## src/rtl/present_round_ctrl.sv

```systemverilog
// Sequencing controller for a round-based PRESENT-80 core: steers the state and
// key muxes/enables and supplies the round counter, with valid/ready on both ends.
module present_round_ctrl #(
  parameter int NUM_ROUNDS = 31,
  parameter int CNT_W      = 5
) (
  input  logic             clk,
  input  logic             rst_n,
  input  logic             in_valid,
  output logic             in_ready,
  output logic             out_valid,
  input  logic             out_ready,
  output logic             mux_sel,
  output logic             key_sel,
  output logic             state_en,
  output logic             key_en,
  output logic [CNT_W-1:0] round_cnt,
  output logic             last_round,
  output logic             busy
);

  typedef enum logic [1:0] {
    IDLE  = 2'd0,
    ROUND = 2'd1,
    OUT   = 2'd2
  } state_t;

  localparam logic [CNT_W-1:0] LAST_CNT = CNT_W'(NUM_ROUNDS);
  localparam logic [CNT_W-1:0] ONE_CNT  = CNT_W'(1);

  state_t           state, state_nxt;
  logic [CNT_W-1:0] cnt, cnt_nxt;

  // NOTE: registered state uses non-blocking assignments so every flop samples
  // pre-edge values regardless of process ordering.
  always_ff @(posedge clk) begin
    if (!rst_n) begin
      state <= IDLE;
      cnt   <= '0;
    end else begin
      state <= state_nxt;
      cnt   <= cnt_nxt;
    end
  end

  // NOTE: every output and next-state signal gets a default first, so no path
  // through the case statement can leave one unassigned and infer a latch.
  always_comb begin
    state_nxt  = state;
    cnt_nxt    = cnt;
    in_ready   = 1'b0;
    out_valid  = 1'b0;
    mux_sel    = 1'b0;
    key_sel    = 1'b0;
    state_en   = 1'b0;
    key_en     = 1'b0;
    last_round = 1'b0;
    busy       = 1'b0;

    case (state)
      IDLE: begin
        in_ready = 1'b1;
        // The load cycle is the only place an input reaches an output directly.
        if (in_valid) begin
          state_en  = 1'b1;
          key_en    = 1'b1;
          cnt_nxt   = ONE_CNT;
          state_nxt = ROUND;
        end
      end

      ROUND: begin
        mux_sel  = 1'b1;
        key_sel  = 1'b1;
        state_en = 1'b1;
        key_en   = 1'b1;
        busy     = 1'b1;
        if (cnt == LAST_CNT) begin
          last_round = 1'b1;
          state_nxt  = OUT;
        end else begin
          cnt_nxt = cnt + ONE_CNT;
        end
      end

      OUT: begin
        out_valid = 1'b1;
        busy      = 1'b1;
        if (out_ready) begin
          state_nxt = IDLE;
        end
      end

      default: begin
        state_nxt = IDLE;
      end
    endcase
  end

  assign round_cnt = cnt;

endmodule

```

## config.mk

```make
export PLATFORM = sky130hd
export DESIGN_NAME = present_round_ctrl
export DESIGN_NICKNAME = d
export VERILOG_FILES = /design/src/rtl/present_round_ctrl.sv
export SDC_FILE = /design/constraint.sdc
export NUM_CORES = 1
export LEC_CHECK = 0
export CORE_AREA = 2 2 39 41
export DETAILED_ROUTE_END_ITERATION = 10
export DIE_AREA = 0 0 41 43
export GPL_TIMING_DRIVEN = 0
export PLACE_DENSITY = 0.63
export SYNTH_ARGS = -nofsm -noshare
export SYNTH_HDL_FRONTEND = slang
export SYNTH_SLANG_ARGS = --single-unit
```

## constraint.sdc

```tcl
create_clock -name clk -period 2.3 [get_ports clk]
set_input_delay 0.345 -clock clk [delete_from_list [all_inputs] [get_ports clk]]
set_output_delay 0.345 -clock clk [all_outputs]
set_load 0.05 [all_outputs]
```

==> flow_metrics.env <==
export IMPL_die_w_um=41
export IMPL_worstReg2RegStart="round_cnt[0]"
export IMPL_syn_nets=64
export IMPL_worstRegToRegCells=7
export IMPL_syn_avg_cell_area_um2=8.53
export IMPL_layout_min_cycle_time_ns=2.20
export IMPL_routed_via_density=4.92
export IMPL_endpoint="key_sel"
export IMPL_p_switching_uw=182
export IMPL_synth_cells=55
export IMPL_final_common_cell="clkdlybuf4s50_1"
export IMPL_synth_distinct_cells=20
export IMPL_critPathMaxStageDelay_ns=0.86
export IMPL_ys_ff_latch=7
export IMPL_vias=448
export IMPL_path_max_fanout=11
export IMPL_post_dp_cell_area_um2=649
export IMPL_grt_antenna_before_repair=0
export IMPL_p_clk_frac=0.255
export IMPL_postCtsSetupBuffers=0
export IMPL_dieArea_um2=1760
export IMPL_tightest_slew_ns=0.457
export IMPL_slowest_stage="clkdlybuf4s50_1"
export IMPL_drt_iter0_drc=6
export IMPL_port_buffers=16
export IMPL_setup_viol=0
export IMPL_htreeDepth=1
export IMPL_seqPwrFrac=0.312
export IMPL_cp_start_kind="register"
export IMPL_final_cell_mix="clkdlybuf4s50_1 (12), dfxtp_1 (7), a21oi_1 (6)"
export IMPL_yosysTopAreaCell="dfxtp_1"
export IMPL_worstReg2RegEnd="round_cnt[3]"
export IMPL_ys_seq_area_frac=0.299
export IMPL_hpwlAfterDp_um=758
export IMPL_hold_viol=0
export IMPL_outcome="finished, final reports clean"
export IMPL_report_final_slew_viol_count=0
export IMPL_period_share=0.955
export IMPL_vdd_ir_drop_worst_uv=225
export IMPL_clkSinkCount=7
export IMPL_crit_chain="inv_1 > ha_1 > clkdlybuf4s50_1"
export IMPL_pwr_share_comb=0.433
export IMPL_die_h_um=43
export IMPL_r2r_slack_ns=0.25
export IMPL_crit_start="state[1]"
export IMPL_fillers=138
export IMPL_grt_pass1_wl_um=1620
export IMPL_fin_skew_ns=0.00711
export IMPL_grt_max_degree=12
export IMPL_path_class="reg -> out"
export IMPL_coreArea_um2=1380
export IMPL_critPathTopFamily="buffers and inverters"
export IMPL_cts_buffer_depth=2
export IMPL_cts_buffers_inserted=3
export IMPL_wl_per_cell_um=10.7
export IMPL_grt_setup_unrepaired="false"
export IMPL_gr_total_overflow=0
export IMPL_p_sw_frac=0.413
export IMPL_drc=0
export IMPL_path_buf_inv=2
export IMPL_syn_area_um2=469
export IMPL_power_internal_uw=258
export IMPL_setup_tns_ns=0
export IMPL_cts_root_buf="clkbuf_4"
export IMPL_synthTopCellsByArea="dfxtp_1 (30%), ha_1 (13%), a21oi_1 (6.4%)"
export IMPL_final_instance_count_excl_fill=91
export IMPL_dpl_cell_count=87
export IMPL_cts_tree="built"
export IMPL_crit_required_ns=1.96
export IMPL_worstPathArrival_ns=1.85
export IMPL_start_util=0.339
export IMPL_total_power_uw=440
export IMPL_routabilityCongestion=0.793
export IMPL_power_density_nw_per_um2=660
export IMPL_yosysWarnings=0
export IMPL_synth_top_cell_area_share=0.299
export IMPL_maxCapViolations=0
export IMPL_leakage_nw=0.281
export IMPL_drive_above_1_share=0.107
export IMPL_drtPass1Iterations=4
export IMPL_setup_slack_ns=0.104
export IMPL_hold_class="reg -> reg"
export IMPL_diodes=0
export IMPL_io_pins=17
export IMPL_pre_cts_ws_ns=-0.165
export IMPL_fmax_mhz=455
export IMPL_nets=85
export IMPL_rows=14
export IMPL_path_clk_slew_ns=0.06
export IMPL_cp_end_kind="output pin"
export IMPL_worstSkewPairLatency_ns=0.25
export IMPL_path_depth=3
export IMPL_track_usage=0.137
export IMPL_grt_pass1_vias=407
export IMPL_slew_headroom=0.686
export IMPL_final_area_um2=667
export IMPL_routed_wl_um=974
export IMPL_area_growth_syn_to_layout_pct=42.1
export IMPL_final_antenna_net_count=0
export IMPL_hold_depth=2
-- worst min-delay path by stage --
stage | slack (ns) | startpoint | endpoint
finish | 0.50 | round_cnt[3] | round_cnt[3]
global route | 0.53 | state[0] | state[0]
CTS | 0.50 | round_cnt[3] | round_cnt[3]
detailed placement | 0.49 | round_cnt[3] | round_cnt[3]
global placement | 0.48 | round_cnt[3] | round_cnt[3]
floorplan | 0.46 | state[1] | state[1]
-- synth_stat cells, drive strengths merged --
cell and instances:
dfxtp 7, a21oi 6, ha 5, inv 5, o21ai 5, o31ai 4, buf 3, nand3 3
nor2b 3, or4 3, mux2i 2, nand2 2, nand2b 2, a221oi 1, and2 1, and3 1
nand3b 1, nand4b 1
-- stage by stage --
step | utilization | hold slack [ns]
detailed placement | 0.469 | 0.488
CTS | 0.482 | 0.495
global route | 0.482 | 0.531
floorplan | - | 0.465
global placement | 0.469 | 0.484
finish | 0.482 | 0.497
-- power groups by stage --
stage	Sequential, mW	Combinational [mW]	Clock, mW
after floorplan	0.152	0.130	0
after global placement	0.139	0.199	0
after detailed placement	0.140	0.199	0
after CTS	0.137	0.193	0.117
after global routing	0.138	0.206	0.127
final	0.137	0.191	0.112
-- tightest hold or removal path: stages, from the launching register on --
cell and delay (ns):
dfxtp_1 0.32, o31ai_1 0.06, a21oi_1 0.06
-- final cells by class --
type | count | area (um^2) | share of cell area
multi-input combinational | 40 | 284 | 0.426
timing repair buffer | 16 | 151 | 0.227
sequential | 7 | 140 | 0.210
clock buffer | 4 | 26.3 | 0.0394
buffer | 3 | 26.3 | 0.0394
tap | 16 | 20.0 | 0.0300
inverter | 5 | 18.8 | 0.0281
-- state kept, by name, summed over array words and instances, names as in the netlist --
| name | flops |
|---|---|
| state | 2 |
| round_cnt | 5 |
-- cells by family (layout without fill, tap and decap cells) --
kind of cell	after synthesis	in the layout	synth area share
adders and majority gates	5	5	0.133
AOI/OAI and AO/OA	16	16	0.200
buffers and inverters	8	28	0.0960
muxes	2	2	0.0427
and+or+nand+nor	17	17	0.229
DFF	7	7	0.299
-- metal layers --
| metal | up-vias | share of wire | global-route usage |
|---|---|---|---|
| li1 | 241 | - | - |
| met1 | 195 | 0.45 | 0.166 |
| met2 | 12 | 0.48 | 0.200 |
| met3 | 0 | 0.065 | 0.0942 |
| met4 | 0 | 0 | 0.0200 |
| met5 | - | 0 | 0 |
-- what timing repair did --
item                                   4_1_cts  5_1_grt
endpoints found under the hold margin        0        0
gates resized for setup                      8        0
hold buffers                                 0        0
setup endpoints to repair                    4        0
(Power assumes the default switching activity.)
